$ cat src/rtl/bsg_two_fifo_width_p97.sv
// Two-entry, 97-bit ready/valid FIFO built on a 1r1w register-file storage.
// Define BSG_TWO_FIFO_ERR_CHECK_EN to enable the sticky protocol-error flag on error_o.

module bsg_mem_1r1w_synth_width_p97_els_p2_read_write_same_addr_p0_harden_p0 #(
  parameter int width_p = 97,
  parameter int els_p   = 2
) (
  input  logic               w_clk_i,
  input  logic               w_reset_i,
  input  logic               w_v_i,
  input  logic [0:0]         w_addr_i,
  input  logic [width_p-1:0] w_data_i,
  input  logic               r_v_i,
  input  logic [0:0]         r_addr_i,
  output logic [width_p-1:0] r_data_o
);

  logic [width_p-1:0] mem_r [els_p];

  // Contents are never cleared; the FIFO's valid state decides what is live.
  for (genvar gi = 0; gi < els_p; gi++) begin : g_entry
    always_ff @(posedge w_clk_i) begin
      if (w_v_i && !w_reset_i && (w_addr_i == 1'(gi))) begin
        mem_r[gi] <= w_data_i;
      end
    end
  end

  // Asynchronous read so a word written on one edge is visible right after it.
  assign r_data_o = r_v_i ? mem_r[r_addr_i] : '0;

endmodule

module bsg_two_fifo_width_p97 #(
  parameter int width_p = 97,
  parameter int els_p   = 2
) (
  input  logic               clk_i,
  input  logic               reset_i,
  input  logic               v_i,
  input  logic [width_p-1:0] data_i,
  output logic               ready_o,
  output logic               v_o,
  output logic [width_p-1:0] data_o,
  input  logic               yumi_i,
  output logic               error_o
);

  typedef enum logic [1:0] {
    EMPTY = 2'd0,
    ONE   = 2'd1,
    FULL  = 2'd2
  } state_e;

  state_e state_r, state_next;
  logic   wptr_r, rptr_r;
  logic   full_r, empty_r;
  logic   enq, deq;

  assign ready_o = ~full_r & ~reset_i;
  assign v_o     = ~empty_r & ~reset_i;
  assign enq     = v_i & ready_o;
  assign deq     = yumi_i & v_o;

  // With one entry held, wptr_r and rptr_r always differ, so a simultaneous
  // enq/deq never reads and writes the same slot.
  bsg_mem_1r1w_synth_width_p97_els_p2_read_write_same_addr_p0_harden_p0 #(
    .width_p (width_p),
    .els_p   (els_p)
  ) mem (
    .w_clk_i   (clk_i),
    .w_reset_i (reset_i),
    .w_v_i     (enq),
    .w_addr_i  (wptr_r),
    .w_data_i  (data_i),
    .r_v_i     (v_o),
    .r_addr_i  (rptr_r),
    .r_data_o  (data_o)
  );

  always_comb begin
    state_next = state_r;
    case (state_r)
      EMPTY:   if (enq) state_next = ONE;
      ONE: begin
        if (enq && !deq)      state_next = FULL;
        else if (deq && !enq) state_next = EMPTY;
      end
      FULL:    if (deq) state_next = ONE;
      default: state_next = EMPTY;
    endcase
  end

  always_ff @(posedge clk_i) begin
    if (reset_i) begin
      state_r <= EMPTY;
      wptr_r  <= 1'b0;
      rptr_r  <= 1'b0;
      empty_r <= 1'b1;
      full_r  <= 1'b0;
    end else begin
      state_r <= state_next;
      wptr_r  <= wptr_r ^ enq;
      rptr_r  <= rptr_r ^ deq;
      empty_r <= (state_next == EMPTY);
      full_r  <= (state_next == FULL);
    end
  end

`ifdef BSG_TWO_FIFO_ERR_CHECK_EN
  logic error_r;

  // Offering data while full, or yanking while empty, latches until reset.
  always_ff @(posedge clk_i) begin
    if (reset_i) begin
      error_r <= 1'b0;
    end else if ((v_i && !ready_o) || (yumi_i && !v_o)) begin
      error_r <= 1'b1;
    end
  end

  assign error_o = error_r;
`else
  assign error_o = 1'b0;
`endif

endmodule
$ cat config.mk
export PLATFORM = sky130hd
export DESIGN_NAME = bsg_two_fifo_width_p97
export DESIGN_NICKNAME = d
export VERILOG_FILES = /design/src/rtl/bsg_two_fifo_width_p97.sv
export SDC_FILE = /design/constraint.sdc
export NUM_CORES = 1
export LEC_CHECK = 0
export CORE_ASPECT_RATIO = 2
export CORE_MARGIN = 2
export CORE_UTILIZATION = 62
export CTS_CLUSTER_DIAMETER = 60
export DETAILED_ROUTE_END_ITERATION = 7
export DONT_BUFFER_PORTS = 1
export PLACE_DENSITY = 0.77
export SLEW_MARGIN = 5
export SYNTH_ARGS = -nofsm -noshare
export SYNTH_HDL_FRONTEND = slang
export SYNTH_SLANG_ARGS = --single-unit
$ cat constraint.sdc
create_clock -name clk_i -period 7.5 [get_ports clk_i]
set_clock_uncertainty 0.1 [all_clocks]
set_input_delay 0.375 -clock clk_i [delete_from_list [all_inputs] [get_ports clk_i]]
set_output_delay 0.375 -clock clk_i [all_outputs]
set_load 0.02 [all_outputs]
== Word-level counts from Yosys, hierarchy flattened ==
Memory sizes are Yosys's and may differ from the RTL's. A register that Yosys moved wholly into a read port is not among the register bits.
Cells that the tools add are included.
W data, S select, Z words.
Operators by class
  add/subtract/negate cells: 0
  multiply operators: 0
  divide/modulo/power cells: 0
  order comparisons: 0
  equality and inequality tests: 3
  shift operators: 0
  muxes and demuxes: 14
  bitwise operators: 10
  reductions and logical operators: 11
Operators with widths (count)
  $mux W97: 2
  $reduce_or A97 Y1: 1
  $mux W2: 4
  $mux W1: 7
  $pmux W2 S3: 1
  $logic_and A1 B1 Y1: 5
  $and A1 B1 Y1: 4
  $eq A2 B2 Y1 const B: 2
  $logic_not A2 Y1: 2
  $not A1 Y1: 4
  $logic_not A1 Y1: 3
  $eq A2 B1 Y1 const B: 1
  $xor A1 B1 Y1: 2
Storage, ports and cells
  flip-flop bits (word level): 6
  latch bits: 0
  RAM bits: 194
  bits in read-only memories: 0
  input bits: 101
  output and inout port bits: 100
  logic and storage cells: 44
  memories: 1
Memory list
  mem.mem_r: words 2, bits a word 97, rd ports 1, clocked after Yosys merged registers in 1, write ports 1, RTL line 18  | logic [width_p-1:0] mem_r [els_p];

== Depth between registers and ports, before layout ==
  word-level depth: 9
  mapped depth: 6
  depth with buffers taken out: 4

== Cells and area by module ==
Synthesis repeated with hierarchy kept, for this count alone.
Second synthesis, totals
  cells, all modules: 444
  area total of the unflattened synthesis: 7857.5 um^2
By module, submodules not included
  bsg_mem_1r1w_synth_width_p97_els_p2_read_write_same_addr_p0_harden_p0: instances 1, cells an instance 411, area each 7571.0 um^2, seq. area each 5825.6 um^2
  bsg_two_fifo_width_p97: instances 1, cells an instance 33, area each 286.5 um^2, seq. area each 120.1 um^2

== Worst setup path before layout ==
No wires, ideal clock.
  kind: input to register
  start point: in reset_i
  end point: mem mem.mem_r[0][0], enable pin
  library setup time: 0.554 ns
  arrival time: 5.021 ns
  required time: 6.846 ns
  setup slack: 1.825 ns
  stages on the path: 4
  buffers on the path: 2
  cells stage by stage: buf_6 > or3b_1 > buf_2 > nor2_1
Between the ends
  cells in the longest elaborated chain, start to end: 9
  elaborated cells on any way between the ends: 14
  those cells by class: 6 x mux; 3 x bitwise; 5 x reduce/logical
RTL lines
  start: declaration: RTL line 39  | input logic reset_i,
  $not A1 Y1: RTL line 60  | assign ready_o = ~full_r & ~reset_i;
  $and A1 B1 Y1: RTL line 60
  $and A1 B1 Y1: RTL line 62  | assign enq = v_i & ready_o;
  $logic_and A1 B1 Y1 (*): RTL line 23  | if (w_v_i && !w_reset_i && (w_addr_i == 1'(gi))) begin
  $logic_and A1 B1 Y1: RTL line 23
  $mux W1: RTL line 23
  $mux W1 (implied by the code): RTL line 24  | mem_r[gi] <= w_data_i;
  $reduce_or A97 Y1 (no source line)
  $mux W1 (no source line)
  end: declaration: RTL line 18
Mark *: on every way between the ends. The rest lies on a longest branch, timed or not.

==> impl_results.md <==
* Yosys cell types at 26
* Final net count at 640
* Fraction of synthesis flops using an asynchronous set or reset pin at 0%
* HP Start: yumi_i
* Die boundary height at 160 um
* Sequential cell area fraction in the yosys report at 78.8%
* IR drop worst, VDD at 0.000178 V
* Filler cell count at 699
* Antenna Violating Nets Remaining at 0
* Mean Syn Cell Area at 17.0 um2
* Worst flop-to-flop path startpoint: full_r$_SDFF_PP0_
* Number of max-cap violations at 0
* Fraction of layout instances using a drive strength above 1 at 6.52%
* Commonest non-fill, non-tap cell in the layout: edfxtp_1
* Final instance count without filler cells at 699
* Flip-flop and latch count after synthesis at 200
* Area share of the largest cell type after synthesis at 77.2%
* Initial antenna violation count at 0
* Clock buffer depth at 2
* Source of the critical timing path: rptr_r$_SDFF_PP0_
* Congestion Overflow GR at 0
* Cell Area, Placed at 0.00765 mm2
* Cts-stage hold buffer count at 98
* Count of warnings emitted by yosys at 0
* Max frequency at 0.309 GHz
* Top post-synthesis cells by area: edfxtp_1 77%, mux2i_1 13%, nor2_1 5.1%
* Crit Path Category: reg -> out
* Number of synthesized flops with an enable pin at 194
* Cell area after layout at 0.00916 mm2
* Setup Buffers After CTS at 0
* Total of endpoints with negative setup slack in the final report at 0
* Quantity of I/O buffers inserted on ports at 0
* Time the final worst path needs with I/O delays and setup at 3.24 ns
* Total die area at 0.0131 mm2
* Vias per cell at 5.58
* Via count of the first global-routing pass at 3940
* Average detailed-routed wire length per instance at 19.3 um
* RSZ-0062 raised after global routing: no
* Least-Margin Pin Slew at 1.12 ns
* Top library cells by usage in the layout, fill and taps aside: 194 x edfxtp_1, 101 x nor2_1, 98 x dlygate4sd3_1, 97 x mux2i_1, 17 x clkbuf_16
* Power per cell area at 247 mW/mm2
* Max-slew violation total from the final report at 0
* Total DRC errors in the routed layout at 0
* Largest fanout on the critical path at 54
* Standard cell core area at 0.0120 mm2
* Overall die width at 82.0 um
* Area growth from synthesis to final layout at 21.4%
* Max-Slew Margin vs Limit at 25.2%
* First-pass iteration count of the detailed router at 5
* Gate count after technology mapping at 444
* Total negative slack for setup checks at 0 ns
* Pin count of the biggest net entering global routing at 99
* Drt first-iter violations at 272
* Final clock period utilization by the worst path at 43.1%
* Primary flip-flop cell chosen by synthesis mapping: edfxtp_1
* Number of buffers added by the clock tree synthesis step at 17
* # IOs at 201
* Post-placement cell count at 569
* Worst endpoint required time at 7.03 ns
* Reg2reg setup slack at 4.57 ns
* Cell area after synthesis at 0.00755 mm2
* Placer Congestion at 0.711
* Most area-hungry cell type in the Yosys netlist: edfxtp_1
* Count of cells resized by post-cts repair at 0
* Net count of the mapped netlist at 545
* TritonCTS clock tree: yes
* Initial core utilization at 63.0%
* Post-layout util at 76.4%
* Register clock-pin slew on the reported worst setup and hold paths at 0.06 ns
* Count of standard-cell rows at 57
* Kind of end point of the critical path: output pin
* Hold Fails Final Rpt at 0
* Standby leakage power at 2.95 nW
* Antenna Cells at 0
* # H-tree levels at 4
* Root buffer selected by CTS: clkbuf_16
* Overall routed net length at 13500 um
* Clock sink count at 200
* Clk_lat worst skew at 0.40 ns
* Global-route wire length before repair at 20200 um
* Startpoint Class: flip-flop
* Overall global routing resource usage at 21.1%
* Result of the run: finished clean
* Crit path DAT at 2.76 ns
* Detailed Place HPWL at 7500 um
* Via count at 3899
* Worst min path class: in -> reg
synth_stat cells, types with 2 or more instances:
master,instances
mux2i_1,97
dfxtp_1,6
edfxtp_1,194
a21oi_1,2
buf_2,12
buf_4,2
buf_1,2
clkbuf_1,8
nor2b_1,2
nor2_1,102
nor3_1,2
power by group:
group	internal [mW]	leakage (nW)	switching [mW]	total, mW
clock	0.428	0.255	0.374	0.802
sequential	1.27	1.83	0.0199	1.29
combinational	0.0699	0.864	0.0968	0.167
total	1.77	2.95	0.491	2.26
through the flow:
stage | setup slack, ns | hold slack [ns] | power (mW)
4_1_cts | 4.24 | 0.129 | 2.27
3_3_place_gp | 4.52 | 0.339 | 1.43
6_report | 4.26 | 0.150 | 2.26
5_1_grt | 4.08 | 0.168 | 2.35
3_5_place_dp | 4.51 | 0.342 | 1.43
2_1_floorplan | 1.83 | 0.374 | 1.42
cells by family (layout without fill, tap and decap cells):
family	Yosys count	in the layout	share of synthesized area [%]
flip-flops	200	200	78.8
AND/OR/NAND/NOR	113	113	5.99
multiplexers	97	97	12.9
buffers and inverters	26	134	1.69
AO/OA/AOI/OAI	5	5	0.381
XOR/XNOR	2	2	0.232
other	1	1	0.0497
routing by layer:
metal  routed length (um)  vias up  global-route usage, %
li1                     -     1825                      -
met5                    0        -                      0
met2                 7230      168                   35.0
met4                  279        0                   7.95
met1                 5030     1884                   25.4
met3                  950       22                   6.61
path summary, 6_finish.rpt:
check,to,depth (start not counted)
hold reg to reg,empty_r$_SDFF_PP1_,2
hold / removal,state_r[0]$_SDFF_PP0_,3
setup reg to reg,mem.mem_r[0][46]$_DFFE_PP_,3
setup / recovery,data_o[96],3
flip-flops by register name, summed over array words and instances (netlist names):
register	count
empty_r	1
full_r	1
mem.mem_r	194
rptr_r	1
state_r	2
wptr_r	1
worst max-delay path, cell delays in order, from the launching register on:
cell and delay (ns):
dfxtp_4 0.96, buf_4 0.77, mux2i_1 0.20, nor2_1 0.41
cell type report:
cell class,instances,area [um2],share of cell area [%]
clock buffers,19,433,4.73
inverters,1,3.75,0.0410
well taps,147,184,2.01
repair buffers,101,1000,11.0
clock inverters,13,96.3,1.05
multi-input cells,218,1490,16.2
flip-flops and latches,200,5950,65.0
No activity file was read; power rests on OpenSTA's default activity.
